==> src/rtl/data_bank_pkg.sv <==
// data_bank_pkg: shared types and helpers for the data bank selector.
//   state_e  : read-out FSM state (IDLE, BURST)
//   next_adr : successor address with explicit wrap from depth-1 to 0,
//              so non-power-of-two depths never visit unused addresses.
package data_bank_pkg;

    typedef enum logic {
        IDLE  = 1'b0,
        BURST = 1'b1
    } state_e;

    function automatic int unsigned next_adr(input int unsigned adr,
                                             input int unsigned depth);
        return (adr == depth - 1) ? 0 : adr + 1;
    endfunction

endpackage

==> src/rtl/bank_scan_counter.sv <==
// bank_scan_counter: burst address generator for the data bank selector.
//   clk_i, rst_ni : clock, synchronous active-low reset
//   load_i        : burst start; first beat is emitted by the top this edge
//   start_adr_i   : address of the first beat
//   advance_i     : one further burst beat is emitted this edge
//   adr_o         : address of the next beat to emit
//   last_o        : the next beat to emit is the final one of the burst
module bank_scan_counter
    import data_bank_pkg::*;
#(
    parameter int unsigned DEPTH = 4,
    parameter int unsigned ADR_W = 2
) (
    input  logic             clk_i,
    input  logic             rst_ni,
    input  logic             load_i,
    input  logic [ADR_W-1:0] start_adr_i,
    input  logic             advance_i,
    output logic [ADR_W-1:0] adr_o,
    output logic             last_o
);

    // Counts beats already emitted; wide enough to reach DEPTH.
    localparam int unsigned CNT_W = $clog2(DEPTH + 1);

    logic [ADR_W-1:0] adr_q, adr_d;
    logic [CNT_W-1:0] cnt_q, cnt_d;

    always_comb begin
        adr_d = adr_q;
        cnt_d = cnt_q;
        if (load_i) begin
            // The load edge already emits the start cell, so point past it.
            adr_d = ADR_W'(next_adr(32'(start_adr_i), DEPTH));
            cnt_d = CNT_W'(1);
        end else if (advance_i) begin
            adr_d = ADR_W'(next_adr(32'(adr_q), DEPTH));
            cnt_d = cnt_q + CNT_W'(1);
        end
    end

    always_ff @(posedge clk_i) begin
        if (!rst_ni) begin
            adr_q <= '0;
            cnt_q <= '0;
        end else begin
            adr_q <= adr_d;
            cnt_q <= cnt_d;
        end
    end

    assign adr_o  = adr_q;
    assign last_o = (cnt_q == CNT_W'(DEPTH - 1));

endmodule

==> src/rtl/data_bank_selector.sv <==
// data_bank_selector: DEPTH x DATA_W register bank with addressed store,
// single read-out and auto-incrementing burst read-out.
//   clk_i, rst_ni : clock, synchronous active-low reset
//   data_i        : data to store
//   adr_i         : address for store, single read or burst start
//   read_sig_i    : store data_i into cell[adr_i]
//   write_sig_i   : single read-out of cell[adr_i]
//   burst_i       : burst read-out of all cells starting at cell[adr_i]
//   data_o        : registered read-out data (holds between beats)
//   valid_o       : data_o carries a beat
//   last_o        : final beat of a burst
//   busy_o        : burst in progress, read-out requests dropped
module data_bank_selector
    import data_bank_pkg::*;
#(
    parameter  int unsigned DATA_W = 8,
    parameter  int unsigned DEPTH  = 4,
    localparam int unsigned ADR_W  = $clog2(DEPTH)
) (
    input  logic              clk_i,
    input  logic              rst_ni,
    input  logic [DATA_W-1:0] data_i,
    input  logic [ADR_W-1:0]  adr_i,
    input  logic              read_sig_i,
    input  logic              write_sig_i,
    input  logic              burst_i,
    output logic [DATA_W-1:0] data_o,
    output logic              valid_o,
    output logic              last_o,
    output logic              busy_o
);

    logic [DATA_W-1:0] mem_q [DEPTH];
    state_e            state_q;
    logic [DATA_W-1:0] data_q;
    logic              valid_q, last_q, busy_q;

    logic              adr_ok;
    logic              start_burst;
    logic              advance;
    logic [ADR_W-1:0]  scan_adr;
    logic              scan_last;

    assign adr_ok      = (32'(adr_i) < DEPTH);
    assign start_burst = (state_q == IDLE) && burst_i && adr_ok;
    // Advance only while beats remain; the cycle after the last beat is
    // still BURST so requests arriving during the last beat are dropped.
    assign advance     = (state_q == BURST) && !last_q;

    bank_scan_counter #(
        .DEPTH (DEPTH),
        .ADR_W (ADR_W)
    ) u_scan (
        .clk_i       (clk_i),
        .rst_ni      (rst_ni),
        .load_i      (start_burst),
        .start_adr_i (adr_i),
        .advance_i   (advance),
        .adr_o       (scan_adr),
        .last_o      (scan_last)
    );

    // Storage: reads below see the pre-edge contents (read-before-write).
    always_ff @(posedge clk_i) begin
        if (!rst_ni) begin
            for (int unsigned i = 0; i < DEPTH; i++) begin
                mem_q[i] <= '0;
            end
        end else if (read_sig_i && adr_ok) begin
            mem_q[adr_i] <= data_i;
        end
    end

    // Read-out FSM with registered outputs.
    always_ff @(posedge clk_i) begin
        if (!rst_ni) begin
            state_q <= IDLE;
            data_q  <= '0;
            valid_q <= 1'b0;
            last_q  <= 1'b0;
            busy_q  <= 1'b0;
        end else begin
            valid_q <= 1'b0;
            last_q  <= 1'b0;
            case (state_q)
                IDLE: begin
                    if (burst_i && adr_ok) begin
                        state_q <= BURST;
                        data_q  <= mem_q[adr_i];
                        valid_q <= 1'b1;
                        busy_q  <= 1'b1;
                    end else if (write_sig_i && adr_ok) begin
                        data_q  <= mem_q[adr_i];
                        valid_q <= 1'b1;
                    end
                end
                BURST: begin
                    if (last_q) begin
                        state_q <= IDLE;
                        busy_q  <= 1'b0;
                    end else begin
                        data_q  <= mem_q[scan_adr];
                        valid_q <= 1'b1;
                        last_q  <= scan_last;
                    end
                end
                default: begin
                    state_q <= IDLE;
                    busy_q  <= 1'b0;
                end
            endcase
        end
    end

    assign data_o  = data_q;
    assign valid_o = valid_q;
    assign last_o  = last_q;
    assign busy_o  = busy_q;

endmodule

==> config.mk <==
export PLATFORM = sky130hd
export DESIGN_NAME = data_bank_selector
export DESIGN_NICKNAME = d
export VERILOG_FILES = /design/src/rtl/data_bank_pkg.sv /design/src/rtl/bank_scan_counter.sv /design/src/rtl/data_bank_selector.sv
export SDC_FILE = /design/constraint.sdc
export NUM_CORES = 1
export LEC_CHECK = 0
export CORE_UTILIZATION = 30
export CTS_CLUSTER_SIZE = 30
export DETAILED_ROUTE_END_ITERATION = 16
export SLEW_MARGIN = 20
export SYNTH_ARGS = -nofsm -noshare
export SYNTH_HDL_FRONTEND = slang
export SYNTH_SLANG_ARGS = --single-unit
==> constraint.sdc <==
create_clock -name clk_i -period 2.1 [get_ports clk_i]
set_clock_uncertainty 0.1 [all_clocks]
set_input_delay 0.42 -clock clk_i [delete_from_list [all_inputs] [get_ports clk_i]]
set_output_delay 0.42 -clock clk_i [all_outputs]
set_load 0.02 [all_outputs]
==> flow_summary.html <==
<table>
<tr><th>Metric</th><th>Value</th></tr>
<tr><th colspan="2">Final layout</th></tr>
<tr><td>Total of fill cells in the finished design</td><td>~760</td></tr>
<tr><td>Most common cell after layout, fill and taps aside</td><td>sky130_fd_sc_hd__edfxtp_1</td></tr>
<tr><td>Final instance count without filler cells</td><td>326</td></tr>
<tr><td>Layout overhead on the synthesized area</td><td>24.34%</td></tr>
<tr><td>Most used cells in the layout excluding fill and tap cells</td><td>sky130_fd_sc_hd__edfxtp_1, sky130_fd_sc_hd__and2_1, sky130_fd_sc_hd__clkdlybuf4s50_1, sky130_fd_sc_hd__dfxtp_1, sky130_fd_sc_hd__buf_4</td></tr>
<tr><td>Area used by sequential logic in the layout</td><td>about 0.0013 mm2</td></tr>
<tr><td>Fraction of final layout cells sized beyond drive strength 1</td><td>0.1429</td></tr>
<tr><td>Inserted Diodes</td><td>0</td></tr>
<tr><td>Final nets</td><td>242</td></tr>
<tr><td>Total area of multi-input combinational cells</td><td>983.4 um2</td></tr>
<tr><td>Final design area excluding fillers</td><td>roughly 0.0030 mm2</td></tr>
<tr><th colspan="2">Yosys</th></tr>
<tr><td>Multiplexer share of the synthesized area</td><td>0.1523</td></tr>
<tr><td>Area share of xor/xnor cells in the synthesized design</td><td>0</td></tr>
<tr><td>Synthesized Nets</td><td>about 200</td></tr>
<tr><td>Complex-gate fraction of the synthesized area</td><td>0.08114</td></tr>
<tr><td>Combinational family with the most area after synthesis</td><td>simple AND/OR/NAND/NOR gates</td></tr>
<tr><td>Count of state elements after synthesis</td><td>51</td></tr>
<tr><td>Post-synth design cell area</td><td>0.002375 mm2</td></tr>
<tr><td>Instance count of the mapped netlist</td><td>roughly 180</td></tr>
<tr><td>Area share of fa/ha/maj cells after synthesis</td><td>0.02107</td></tr>
<tr><td>Mean instance size in the synthesized netlist</td><td>13.27 um2</td></tr>
<tr><td>Simple-gate share of the synthesized area</td><td>0.1596</td></tr>
<tr><td>Number of library cell types mapped by synthesis</td><td>31</td></tr>
<tr><td>Post-synthesis sequential area ratio</td><td>0.5648</td></tr>
<tr><td>Synthesis Warnings</td><td>0</td></tr>
<tr><td>Portion of synthesized cell area occupied by the leading cell type</td><td>0.4046</td></tr>
<tr><td>Main area contributors after synthesis</td><td>sky130_fd_sc_hd__edfxtp_1, sky130_fd_sc_hd__dfxtp_1, sky130_fd_sc_hd__mux2i_1</td></tr>
<tr><td>Largest area contributor in the netlist</td><td>sky130_fd_sc_hd__edfxtp_1</td></tr>
<tr><th colspan="2">CTS</th></tr>
<tr><td>Register clock-pin slew on the reported worst setup and hold paths</td><td>0.09 ns</td></tr>
<tr><td>Clock latency reported for the late side of the worst-skew pair</td><td>0.30 ns</td></tr>
<tr><td>Clk sinks</td><td>51</td></tr>
<tr><td>Clock H-tree levels</td><td>2</td></tr>
<tr><td>Post-CTS Setup Bufs</td><td>0</td></tr>
<tr><td>Hold buffer count at CTS</td><td>0</td></tr>
<tr><td>Cell at the root of the clock tree</td><td>sky130_fd_sc_hd__clkbuf_8</td></tr>
<tr><td>CTS buffer count</td><td>5</td></tr>
<tr><td>TritonCTS clock tree</td><td>built</td></tr>
<tr><td>PostCTS Resize Cnt</td><td>0</td></tr>
<tr><td>Maximum buffer depth of the clock tree</td><td>2</td></tr>
<tr><th colspan="2">Global route</th></tr>
<tr><td>Global-route congestion overflow total</td><td>0</td></tr>
<tr><td>Number of antenna violations at the first check in global routing</td><td>0</td></tr>
<tr><td>GRT Resource Usage Total</td><td>0.1338</td></tr>
<tr><td>Wire length of the first global-routing pass</td><td>8.321 mm</td></tr>
<tr><td>Pin count of the biggest net entering global routing</td><td>17</td></tr>
<tr><td>Via count of the first global-routing pass</td><td>1,578</td></tr>
<tr><th colspan="2">Power</th></tr>
<tr><td>Power share of the combinational group</td><td>0.172</td></tr>
<tr><td>Worst-case vdd ir drop</td><td>0.3683 mV</td></tr>
<tr><td>Sequential group share of total power</td><td>0.568</td></tr>
<tr><td>Switching power as a share of total power</td><td>0.2494</td></tr>
<tr><td>P_int</td><td>1580 uW</td></tr>
<tr><td>Power Dens Cells</td><td>~700 mW/mm2</td></tr>
<tr><td>Leak Pwr</td><td>approximately 0.0011 uW</td></tr>
<tr><td>Part of the total power dissipated in the clock network</td><td>0.260</td></tr>
<tr><td>Sw Pwr</td><td>525.1 uW</td></tr>
<tr><th colspan="2">Setup path</th></tr>
<tr><td>Buffers plus inverters on the worst setup path</td><td>2</td></tr>
<tr><td>Critical Path, Cell by Cell</td><td>clkdlybuf4s50_1 -&gt; buf_12 -&gt; mux4_1 -&gt; a221o_1</td></tr>
<tr><td>Biggest cell delay along the critical path</td><td>0.56 ns</td></tr>
<tr><td>Category of the worst setup path capture point</td><td>flip-flop</td></tr>
<tr><td>Worst Path Class, Setup</td><td>in -&gt; reg</td></tr>
<tr><td>Element type at the critical path start</td><td>input pin</td></tr>
<tr><td>Number of cells on the worst reg-to-reg path</td><td>5</td></tr>
<tr><td>Startpoint of the lowest-slack register-to-register path</td><td>state_q$_SDFF_PN0_</td></tr>
<tr><td>Gate family responsible for the most delay along the worst path</td><td>buffers and inverters</td></tr>
<tr><td>CP Data Arrival Time</td><td>2.01 ns</td></tr>
<tr><td>Register-to-register setup slack</td><td>0.39 ns</td></tr>
<tr><td>Required time at the endpoint of the critical path</td><td>2.20 ns</td></tr>
<tr><td>Worst Path Max Fanout</td><td>13</td></tr>
<tr><td>R2r endpoint</td><td>data_o[5]$_SDFFE_PN0P_</td></tr>
<tr><td>CP max stage cell</td><td>sky130_fd_sc_hd__clkdlybuf4s50_1</td></tr>
<tr><th colspan="2">Placed design</th></tr>
<tr><td>Placed instance count</td><td>318</td></tr>
<tr><td>Number of port buffers</td><td>25</td></tr>
<tr><td>Weighted congestion reported at the end of routability-driven placement</td><td>0.7775</td></tr>
<tr><td>Total cell area at the placement stage</td><td>0.002873 mm2</td></tr>
<tr><td>Placed wire-length estimate</td><td>3.635 mm</td></tr>
<tr><th colspan="2">Timing</th></tr>
<tr><td>Final setup viols</td><td>0</td></tr>
<tr><td>Share of the cycle needed by the critical path after routing</td><td>0.9095</td></tr>
<tr><td>Worst relative slew slack</td><td>0.6412</td></tr>
<tr><td>Post-route minimum period</td><td>about 1.9 ns</td></tr>
<tr><td>Final Hold Violating Endpoints</td><td>0</td></tr>
<tr><td>RSZ-0062 raised after global routing</td><td>false</td></tr>
<tr><td>Maximum frequency from static timing analysis</td><td>0.5235 GHz</td></tr>
<tr><td>Setup Total Neg Slack</td><td>0 ns</td></tr>
<tr><td>Transition at the pin with the smallest max-transition slack</td><td>0.5371 ns</td></tr>
<tr><td>Max-slew violation count</td><td>0</td></tr>
<tr><th colspan="2">Die</th></tr>
<tr><td>Count of pins on the block boundary</td><td>26</td></tr>
<tr><td>Die footprint</td><td>0.008276 mm2</td></tr>
<tr><td>Area of the placeable core</td><td>0.007687 mm2</td></tr>
<tr><td>Die width</td><td>90.97 um</td></tr>
<tr><td>Row cnt</td><td>32</td></tr>
<tr><td>Initial core utilization</td><td>0.3089</td></tr>
<tr><td>Die outline height</td><td>90.97 um</td></tr>
<tr><th colspan="2">Drt</th></tr>
<tr><td>Post-detailed-route DRC marker count</td><td>0</td></tr>
<tr><td>Via count</td><td>1,561</td></tr>
<tr><td>Total detailed-routing wirelength</td><td>roughly 5 mm</td></tr>
<tr><td>Final ANT Viol Nets</td><td>0</td></tr>
<tr><td>Initial DRT Pass Iterations</td><td>4</td></tr>
<tr><td>DRT iter0 DRCs</td><td>75</td></tr>
<tr><td>Vias/cell</td><td>4.788</td></tr>
<tr><td>Avg WL per Cell</td><td>15.62 um</td></tr>
<tr><th colspan="2">Job</th></tr>
<tr><td>Count of max-cap constraint violations</td><td>0</td></tr>
<tr><th colspan="2">Worst hold path</th></tr>
<tr><td>Worst Hold Endpoint</td><td>data_o[4]$_SDFFE_PN0P_</td></tr>
<tr><td>Type of the tightest min-delay check</td><td>reg -&gt; reg</td></tr>
<tr><td>Worst hold path cell count</td><td>1</td></tr>
<tr><td>Startpoint of the worst hold path</td><td>data_o[4]$_SDFFE_PN0P_</td></tr>
<tr><th colspan="2">Outcome</th></tr>
<tr><td>Result of the run</td><td>completed</td></tr>
</table>
==> kinds of logic (layout without fill, tap and decap cells) <==
| logic type | Yosys count | count (layout) |
|---|---|---|
| AOI/OAI and AO/OA | 25 | 25 |
| and+or+nand+nor | 64 | 64 |
| DFF | 51 | 51 |
| muxes | 25 | 25 |
| adders and majority gates | 4 | 4 |
| buffers and inverters | 10 | 55 |
==> metrics by stage <==
stage	hold slack, ns	utilization	power [uW]	setup WS [ns]
final	0.4025	0.3841	2105	0.1900
after global routing	0.4114	0.3841	2193	0.1832
after global placement	0.3890	0.3737	1578	-0.1093
after floorplan	0.3762	-	1419	0.2624
after CTS	0.3991	0.3841	2131	0.1899
after detailed placement	0.3790	0.3737	1585	-0.1376
==> sequential cells by signal, indices dropped and copies added, names as in the netlist, named ones only <==
register and flops:
u_scan.cnt_q 3, state_q 1, u_scan.adr_o 2, valid_o 1, mem_q 32, data_o 8
busy_o 1, last_o 1
==> worst max-delay path by stage <==
stage,start,end,cells past startpoint
6_report,adr_i[0],data_o[0]$_SDFFE_PN0P_,4
2_1_floorplan,rst_ni,mem_q[2][0]$_SDFFCE_PN0P_,4
4_1_cts,adr_i[0],data_o[0]$_SDFFE_PN0P_,4
5_1_grt,adr_i[0],data_o[7]$_SDFFE_PN0P_,4
3_5_place_dp,adr_i[0],data_o[0]$_SDFFE_PN0P_,4
3_3_place_gp,adr_i[0],data_o[0]$_SDFFE_PN0P_,4
==> per-layer routing <==
metal / share of wire / track usage
met1: 0.44 / 0.1657
met5: 0 / 0
met2: 0.49 / 0.2285
met3: 0.056 / 0.03518
met4: 0.011 / 0.03968
==> synthesized netlist by cell type <==
library cell	count
sky130_fd_sc_hd__nor3b_2	1
sky130_fd_sc_hd__nand2_1	5
sky130_fd_sc_hd__mux4_1	3
sky130_fd_sc_hd__mux2i_1	17
sky130_fd_sc_hd__a221o_1	8
sky130_fd_sc_hd__nand3_1	2
sky130_fd_sc_hd__o211a_1	1
sky130_fd_sc_hd__nor2_1	5
sky130_fd_sc_hd__mux4_2	5
sky130_fd_sc_hd__buf_6	1
sky130_fd_sc_hd__nor2b_1	6
sky130_fd_sc_hd__nand2b_1	5
sky130_fd_sc_hd__and2_1	25
sky130_fd_sc_hd__nand3b_1	1
sky130_fd_sc_hd__and3_1	10
sky130_fd_sc_hd__nor3b_1	1
sky130_fd_sc_hd__a22oi_1	1
sky130_fd_sc_hd__o22ai_1	9
sky130_fd_sc_hd__a21boi_2	1
sky130_fd_sc_hd__o21ai_0	2
sky130_fd_sc_hd__buf_2	3
sky130_fd_sc_hd__clkbuf_1	3
sky130_fd_sc_hd__or3_1	1
sky130_fd_sc_hd__dfxtp_1	19
sky130_fd_sc_hd__inv_1	2
sky130_fd_sc_hd__edfxtp_1	32
sky130_fd_sc_hd__a21oi_1	2
sky130_fd_sc_hd__clkbuf_2	1
sky130_fd_sc_hd__nor3_1	2
sky130_fd_sc_hd__ha_1	4
sky130_fd_sc_hd__o21a_1	1
==> layout make-up <==
cell class,count,area share
tap,102,0.04322
sequential,51,0.4542
multi-input combinational,118,0.3331
timing repair buffer,45,0.1398
inverter,2,0.002542
clock buffer,8,0.02712
==> worst reg2reg max path, cell delays in order (launching register included) <==
cell and delay, ns:
sky130_fd_sc_hd__dfxtp_1 0.42, sky130_fd_sc_hd__nor2b_1 0.49, sky130_fd_sc_hd__nand3b_1 0.15, sky130_fd_sc_hd__buf_4 0.21
sky130_fd_sc_hd__o22ai_1 0.17, sky130_fd_sc_hd__a221o_1 0.13
==> power by group through the flow <==
stage / sequential [uW] / combinational (uW) / clock [uW]
after floorplan: 1230 / 188 / 0
after global placement: 1220 / 359 / 0
after detailed placement: 1220 / 365 / 0
after CTS: 1200 / 366 / 568
after global routing: 1210 / 391 / 594
final: 1200 / 362 / 547
(Power assumes the default switching activity.)
